--- config.mk ---
export PLATFORM = sky130hd
export DESIGN_NAME = decode_stage
export DESIGN_NICKNAME = d
export VERILOG_FILES = /design/src/rtl/decode_stage.sv
export SDC_FILE = /design/constraint.sdc
export NUM_CORES = 2
export LEC_CHECK = 0
export BUFFER_PORTS_ARGS = -buffer_cell sky130_fd_sc_hd__buf_2
export CAP_MARGIN = 0
export CORE_MARGIN = 2
export CORE_UTILIZATION = 60
export CTS_BUF_LIST = sky130_fd_sc_hd__clkbuf_8
export DETAILED_ROUTE_END_ITERATION = 8
export PLACE_DENSITY = 0.79
export SLEW_MARGIN = 20
export SYNTH_ARGS = -nofsm -noshare
export SYNTH_HDL_FRONTEND = slang
export SYNTH_SLANG_ARGS = --single-unit
--- constraint.sdc ---
create_clock -name clock -period 7.5 [get_ports clock]
set_input_delay 1.5 -clock clock [delete_from_list [all_inputs] [get_ports clock]]
set_output_delay 1.5 -clock clock [all_outputs]
set_load 0.01 [all_outputs]
--- src/rtl/decode_stage.sv ---
// ID stage: owns the 32x32 register file, decodes the IF/ID instruction, resolves
// branches/jumps combinationally for Fetch and registers operands/control into ID/EX.
module decode_stage #(
  parameter logic [31:0] EXC_VECTOR = 32'h0000_0040
) (
  input  logic        clock,
  input  logic        reset,
  input  logic [31:0] if_id_instruc,
  input  logic [31:0] if_id_nextpc,
  input  logic        ex_if_stall,
  input  logic        wb_id_we,
  input  logic [4:0]  wb_id_regdest,
  input  logic [31:0] wb_id_writedata,
  output logic        id_if_selpcsource,
  output logic [1:0]  id_if_selpctype,
  output logic [31:0] id_if_pcimd2ext,
  output logic [31:0] id_if_rega,
  output logic [31:0] id_if_pcindex,
  output logic [31:0] id_ex_rega,
  output logic [31:0] id_ex_regb,
  output logic [31:0] id_ex_imedext,
  output logic [4:0]  id_ex_regdest,
  output logic [2:0]  id_ex_aluop,
  output logic        id_ex_selimm,
  output logic        id_ex_writereg,
  output logic        id_ex_readmem,
  output logic        id_ex_writemem
);

  localparam logic [5:0] OpRtype = 6'h00;
  localparam logic [5:0] OpJ     = 6'h02;
  localparam logic [5:0] OpJal   = 6'h03;
  localparam logic [5:0] OpBeq   = 6'h04;
  localparam logic [5:0] OpBne   = 6'h05;
  localparam logic [5:0] OpAddi  = 6'h08;
  localparam logic [5:0] OpOri   = 6'h0D;
  localparam logic [5:0] OpLui   = 6'h0F;
  localparam logic [5:0] OpLw    = 6'h23;
  localparam logic [5:0] OpSw    = 6'h2B;

  localparam logic [5:0] FnSll = 6'h00;
  localparam logic [5:0] FnSrl = 6'h02;
  localparam logic [5:0] FnJr  = 6'h08;
  localparam logic [5:0] FnAdd = 6'h20;
  localparam logic [5:0] FnSub = 6'h22;
  localparam logic [5:0] FnAnd = 6'h24;
  localparam logic [5:0] FnOr  = 6'h25;
  localparam logic [5:0] FnSlt = 6'h2A;

  localparam logic [2:0] AluAdd = 3'b000;
  localparam logic [2:0] AluSub = 3'b001;
  localparam logic [2:0] AluAnd = 3'b010;
  localparam logic [2:0] AluOr  = 3'b011;
  localparam logic [2:0] AluSlt = 3'b100;
  localparam logic [2:0] AluSll = 3'b101;
  localparam logic [2:0] AluSrl = 3'b110;
  localparam logic [2:0] AluLui = 3'b111;

  logic [31:0] regs [32];

  logic [5:0]  opcode;
  logic [5:0]  funct;
  logic [4:0]  rs;
  logic [4:0]  rt;
  logic [4:0]  rd;
  logic [4:0]  shamt;
  logic [15:0] imm;

  assign opcode = if_id_instruc[31:26];
  assign rs     = if_id_instruc[25:21];
  assign rt     = if_id_instruc[20:16];
  assign rd     = if_id_instruc[15:11];
  assign shamt  = if_id_instruc[10:6];
  assign funct  = if_id_instruc[5:0];
  assign imm    = if_id_instruc[15:0];

  logic [31:0] rs_val;
  logic [31:0] rt_val;

  // Register reads with same-cycle writeback bypass; $0 is hardwired to zero.
  always_comb begin
    rs_val = regs[rs];
    rt_val = regs[rt];
    if (rs == 5'd0) begin
      rs_val = '0;
    end else if (wb_id_we && wb_id_regdest == rs) begin
      rs_val = wb_id_writedata;
    end
    if (rt == 5'd0) begin
      rt_val = '0;
    end else if (wb_id_we && wb_id_regdest == rt) begin
      rt_val = wb_id_writedata;
    end
  end

  // Register file: asynchronously cleared, written by Writeback, $0 never written.
  always_ff @(posedge clock or negedge reset) begin
    if (!reset) begin
      for (int i = 0; i < 32; i++) begin
        regs[i] <= '0;
      end
    end else if (wb_id_we && wb_id_regdest != 5'd0) begin
      regs[wb_id_regdest] <= wb_id_writedata;
    end
  end

  logic        illegal;
  logic        bubble;
  logic        take_branch;
  logic        is_jump;
  logic        is_jr;
  logic [2:0]  aluop_d;
  logic        selimm_d;
  logic        writereg_d;
  logic        readmem_d;
  logic        writemem_d;
  logic [4:0]  dest_d;
  logic [31:0] imedext_d;
  logic [31:0] rega_d;
  logic [31:0] regb_d;

  // Instruction decode into ID/EX control, operands and redirect class.
  always_comb begin
    illegal     = 1'b0;
    bubble      = 1'b0;
    take_branch = 1'b0;
    is_jump     = 1'b0;
    is_jr       = 1'b0;
    aluop_d     = AluAdd;
    selimm_d    = 1'b1;
    writereg_d  = 1'b0;
    readmem_d   = 1'b0;
    writemem_d  = 1'b0;
    dest_d      = rt;
    imedext_d   = {{16{imm[15]}}, imm};
    rega_d      = rs_val;
    regb_d      = rt_val;
    case (opcode)
      OpRtype: begin
        dest_d     = rd;
        imedext_d  = {27'd0, shamt};
        selimm_d   = 1'b0;
        writereg_d = 1'b1;
        case (funct)
          FnAdd:   aluop_d = AluAdd;
          FnSub:   aluop_d = AluSub;
          FnAnd:   aluop_d = AluAnd;
          FnOr:    aluop_d = AluOr;
          FnSlt:   aluop_d = AluSlt;
          FnSll:   aluop_d = AluSll;
          FnSrl:   aluop_d = AluSrl;
          FnJr: begin
            is_jr  = 1'b1;
            bubble = 1'b1;
          end
          default: illegal = 1'b1;
        endcase
      end
      OpAddi: writereg_d = 1'b1;
      OpOri: begin
        aluop_d    = AluOr;
        imedext_d  = {16'd0, imm};
        writereg_d = 1'b1;
      end
      OpLui: begin
        aluop_d    = AluLui;
        imedext_d  = {16'd0, imm};
        writereg_d = 1'b1;
      end
      OpLw: begin
        readmem_d  = 1'b1;
        writereg_d = 1'b1;
      end
      OpSw: writemem_d = 1'b1;
      OpBeq: begin
        take_branch = (rs_val == rt_val);
        bubble      = 1'b1;
      end
      OpBne: begin
        take_branch = (rs_val != rt_val);
        bubble      = 1'b1;
      end
      OpJ: begin
        is_jump = 1'b1;
        bubble  = 1'b1;
      end
      OpJal: begin
        // Link value flows through the ALU as nextpc + 0.
        is_jump    = 1'b1;
        dest_d     = 5'd31;
        rega_d     = if_id_nextpc;
        regb_d     = '0;
        imedext_d  = '0;
        writereg_d = 1'b1;
      end
      default: illegal = 1'b1;
    endcase
    if (if_id_instruc == 32'd0) begin
      bubble = 1'b1;
    end
  end

  // Redirect information for Fetch, combinational so branches cost no extra cycle.
  always_comb begin
    id_if_selpcsource = (take_branch | is_jump | is_jr | illegal) & ~ex_if_stall;
    if (illegal) begin
      id_if_selpctype = 2'b11;
    end else if (is_jr) begin
      id_if_selpctype = 2'b01;
    end else if (is_jump) begin
      id_if_selpctype = 2'b10;
    end else begin
      id_if_selpctype = 2'b00;
    end
    id_if_pcimd2ext = if_id_nextpc + {{14{imm[15]}}, imm, 2'b00};
    id_if_rega      = rs_val;
    id_if_pcindex   = {if_id_nextpc[31:28], if_id_instruc[25:0], 2'b00};
  end

  // Fetch jumps to EXC_VECTOR on type 11, so it has to be a word address.
  always_comb begin
    assert (id_if_selpctype != 2'b11 || EXC_VECTOR[1:0] == 2'b00);
  end

  // ID/EX pipeline register; bubbles and illegal ops dispatch as all-zero.
  always_ff @(posedge clock or negedge reset) begin
    if (!reset) begin
      id_ex_rega     <= '0;
      id_ex_regb     <= '0;
      id_ex_imedext  <= '0;
      id_ex_regdest  <= '0;
      id_ex_aluop    <= '0;
      id_ex_selimm   <= 1'b0;
      id_ex_writereg <= 1'b0;
      id_ex_readmem  <= 1'b0;
      id_ex_writemem <= 1'b0;
    end else if (bubble || illegal) begin
      id_ex_rega     <= '0;
      id_ex_regb     <= '0;
      id_ex_imedext  <= '0;
      id_ex_regdest  <= '0;
      id_ex_aluop    <= '0;
      id_ex_selimm   <= 1'b0;
      id_ex_writereg <= 1'b0;
      id_ex_readmem  <= 1'b0;
      id_ex_writemem <= 1'b0;
    end else begin
      id_ex_rega     <= rega_d;
      id_ex_regb     <= regb_d;
      id_ex_imedext  <= imedext_d;
      id_ex_regdest  <= dest_d;
      id_ex_aluop    <= aluop_d;
      id_ex_selimm   <= selimm_d;
      id_ex_writereg <= writereg_d && (dest_d != 5'd0);
      id_ex_readmem  <= readmem_d;
      id_ex_writemem <= writemem_d;
    end
  end

endmodule

==> flow_summary.rst <==
.. list-table::
   :header-rows: 1

   * - Metric
     - Value
   * - Synth async-reset ratio
     - 100.0%
   * - CTS buffer count
     - 185
   * - Drt drc
     - 0
   * - Detail Route Antenna Nets
     - 0
   * - GR Util met2
     - a little under three fifths
   * - CTS tree
     - built
   * - Total length of routed wires
     - approximately 220000 microns
   * - Setup crit start
     - if_id_instruc[17]
   * - Number of clock sinks seen by CTS
     - 1117
   * - HPWL after detailed placement
     - 136800 microns
   * - Worst EP required
     - 6.00 ns
   * - Worst hold path stage count
     - 0
   * - Number of primary I/O pins
     - 312
   * - Congestion Overflow GR
     - 0
   * - Height of the die
     - 324.2 microns
   * - Crit path kind
     - input port to output pin
   * - Gr usage total
     - just over 40%
   * - Total count of max-transition violations in the final report
     - 0
   * - Path category of the worst min-delay check
     - flop to flop
   * - Port Buf Inserts
     - 309
   * - Source of the worst register-to-register timing path
     - regs[589]$_DFFE_PN0P_
   * - Share of Yosys cell area claimed by the top area cell type
     - 45.43%
   * - Final worst path period need
     - 7.426 ns
   * - Portion of the post-synthesis area used by sequential elements
     - a little under half
   * - Leakage power
     - 30.85 nW
   * - R2R cell count
     - 6
   * - Worst hold margin
     - 0.3871 ns
   * - Number of distinct library cells after synthesis
     - 93
   * - Fin crit share
     - 99.01%
   * - Number of max-cap violations
     - 0
   * - Area growth, synth to finish
     - 10.82%
   * - Max Fclk
     - 134.7 MHz
   * - Clock input transition at the sequential cells of the worst setup and hold paths
     - 0.06 ns
   * - TNS Setup
     - 0 ns
   * - Grt met3 use
     - roughly 17%
   * - Clock buffer depth
     - 3
   * - Vias per inst
     - 7.335
   * - Standard cell core area
     - 101700 sq um
   * - Cell accounting for the most synthesized area
     - dfrtp_1
   * - Warnings, synthesis
     - 0
   * - HP Start
     - regs[1005]$_DFFE_PN0P_
   * - Worst Clk Skew
     - 0.05097 ns
   * - Final net count
     - 4789
   * - Crit path launch type
     - input port
   * - Routed length per instance
     - 34.87 microns
   * - H-Tree Depth
     - 4
   * - Mean instance size in the synthesized netlist
     - 13.93 sq um
   * - Status
     - complete, no violations
   * - Endpoint arrival time on the critical path
     - approximately 5.9 ns
   * - Detailed Route Iter0 Violations
     - 6918
   * - Number of antenna violations at the first check in global routing
     - 12
   * - Commonest cells after routing, fill and taps aside
     - dfrtp_1, mux2_2, mux4_2, buf_2, clkbuf_8
   * - Top_reg_cell synth
     - dfrtp_1
   * - Register bit total from synthesis
     - 1117
   * - Area of the mapped netlist
     - 61520 sq um
   * - Floorplan die width
     - about 320 microns
   * - Final number of hold-violating endpoints
     - 0
   * - Vias in the first global route
     - 44860
   * - Die area
     - approximately 110000 sq um
   * - Fraction of final layout cells sized beyond drive strength 1
     - 48.33%
   * - Site row count
     - 117
   * - Routed vias
     - 45300
   * - M1 GR Usage
     - 52.64%
   * - Slew headroom
     - 18.41%
   * - Cells taking the most area after synthesis
     - dfrtp_1, mux2_2, mux4_2, mux2i_1, mux4_1
   * - Setup violation total in the final timing report
     - 0
   * - Effective utilization at floorplan
     - 60.47%
   * - Worst slew pin tran
     - 1.221 ns
   * - Areal power density over the cells
     - around 260 nW/um^2
   * - Most common cell after layout, fill and taps aside
     - dfrtp_1
   * - Critical Path Fanout Max
     - 35
   * - Buffer type at the clock tree root
     - clkbuf_8
   * - Post-synth EDFFs
     - 0
   * - Fill cell total of the finished layout
     - 6983
   * - Pin count of the biggest net entering global routing
     - 167
   * - Placer congestion estimate
     - approximately 1.0
   * - GRT Max-Usage Layer
     - met2
   * - Sort of element at the end of the critical path
     - output pin
   * - Gate count after technology mapping
     - 4415
   * - Clock latency on the worst-skew pair
     - just over 0.9 ns
   * - RSZ-0062 raised after global routing
     - no
   * - First-pass GRT wire length
     - 308500 microns
   * - Worst vdd ir
     - 0.1379 mV
   * - Number of iterations in the first detailed-routing pass
     - 6
==> logic make-up after synthesis <==
kind of cell               share of synthesized area [%]
muxes                                              38.18
DFF                                                45.43
and+or+nand+nor                                    4.462
buffers and inverters                              4.899
AOI/OAI and AO/OA                                  5.483
xor gates and xnor gates                          0.9111
adders and majority gates                         0.6223
other                                           0.006095
==> registers in the layout, summed over array words and instances, names as in the netlist <==
signal          count
id_ex_readmem       1
id_ex_writemem      1
id_ex_imedext      17
id_ex_regdest       5
id_ex_rega         32
regs             1024
id_ex_writereg      1
id_ex_aluop         3
id_ex_regb         32
id_ex_selimm        1
==> metrics by stage <==
step / power, W / instances / worst slack (ns) / area [sq um] / util (%)
after floorplan: 0.01052 / 4416 / 1.786 / 61530 / -
after global placement: 0.01172 / 5835 / 0.4042 / 64340 / 63.24
after detailed placement: 0.01192 / 5835 / 0.3312 / 64350 / 63.25
after CTS: 0.01736 / 6162 / 0.2615 / 68130 / 66.97
after global routing: 0.01807 / 6168 / 0.03068 / 68160 / 66.99
final: 0.01751 / 6176 / 0.07439 / 68180 / 67.01
==> worst max-delay path, stage by stage <==
cell	delay, ns
buf_8	0.33
nor2b_1	1.02
buf_4	0.37
a221oi_1	0.12
o21ai_0	0.11
o21ai_0	0.15
nor3_1	0.35
o31a_1	0.29
o2111ai_1	0.22
a2111oi_2	0.38
buf_4	0.20
nand4_1	0.14
buf_4	0.21
xnor2_1	0.12
a31o_1	0.21
buf_2	0.13
==> power by group <==
| group | total (W) | internal (W) | switching, W |
|---|---|---|---|
| sequential | 0.00793 | 0.00711 | 0.000822 |
| clock | 0.00552 | 0.00294 | 0.00258 |
| combinational | 0.00407 | 0.00218 | 0.00189 |
==> path summary, 6_finish.rpt <==
check                                           end  slack (ns)
setup / recovery                  id_if_selpcsource        0.07
hold / removal               regs[1005]$_DFFE_PN0P_        0.39
setup reg to reg           id_ex_rega[13]$_DFF_PN0_        4.81
hold reg to reg              regs[1005]$_DFFE_PN0P_        0.39
max in group asynchronous  id_ex_rega[14]$_DFF_PN0_        5.11
min in group asynchronous     regs[743]$_DFFE_PN0P_        0.66
==> metal layers <==
metal / vias up / share of wire, %
li1: 17330 / -
met5: - / 0.083
met3: 942 / 15
met4: 6 / 7.9
met1: 23070 / 35
met2: 3955 / 42
==> cell type report <==
| cell class | instances | area (sq um) | area share, % |
|---|---|---|---|
| multi-input cells | 2768 | 30780 | 45.15 |
| flip-flops and latches | 1117 | 27950 | 41.00 |
| repair buffers | 552 | 3805 | 5.581 |
| clock buffers | 238 | 3276 | 4.805 |
| well taps | 1368 | 1712 | 2.511 |
| clock inverters | 89 | 503.0 | 0.7377 |
| inverters | 30 | 112.6 | 0.1652 |
| diodes | 14 | 35.03 | 0.05139 |
==> what timing repair did <==
action / in CTS / in global routing
hold buffers: 0 / 0
endpoints found under the setup margin: 0 / 1
setup buffers: 0 / 0
endpoints found under the hold margin: 0 / 0
gates resized for setup: 0 / 2
==> cell usage after synthesis, types with 17 or more instances <==
cell,count
a22o_1,22
nor2_1,116
mux2_2,1007
buf_2,67
nand4_1,18
nor2b_1,17
nor4_1,17
dfrtp_1,1117
buf_12,18
mux4_1,46
mux4_2,414
xnor2_1,45
mux2i_1,157
o22ai_1,86
clkbuf_1,237
o221ai_1,22
xor2_1,19
a22oi_1,41
nor3_1,44
nand3_1,47
and3_1,25
o21ai_0,58
nand2b_1,18
a221oi_1,25
inv_1,28
buf_1,64
ha_1,29
buf_6,31
a21oi_1,95
buf_4,69
nand2_1,169
No activity file was read; power rests on OpenSTA's default activity.
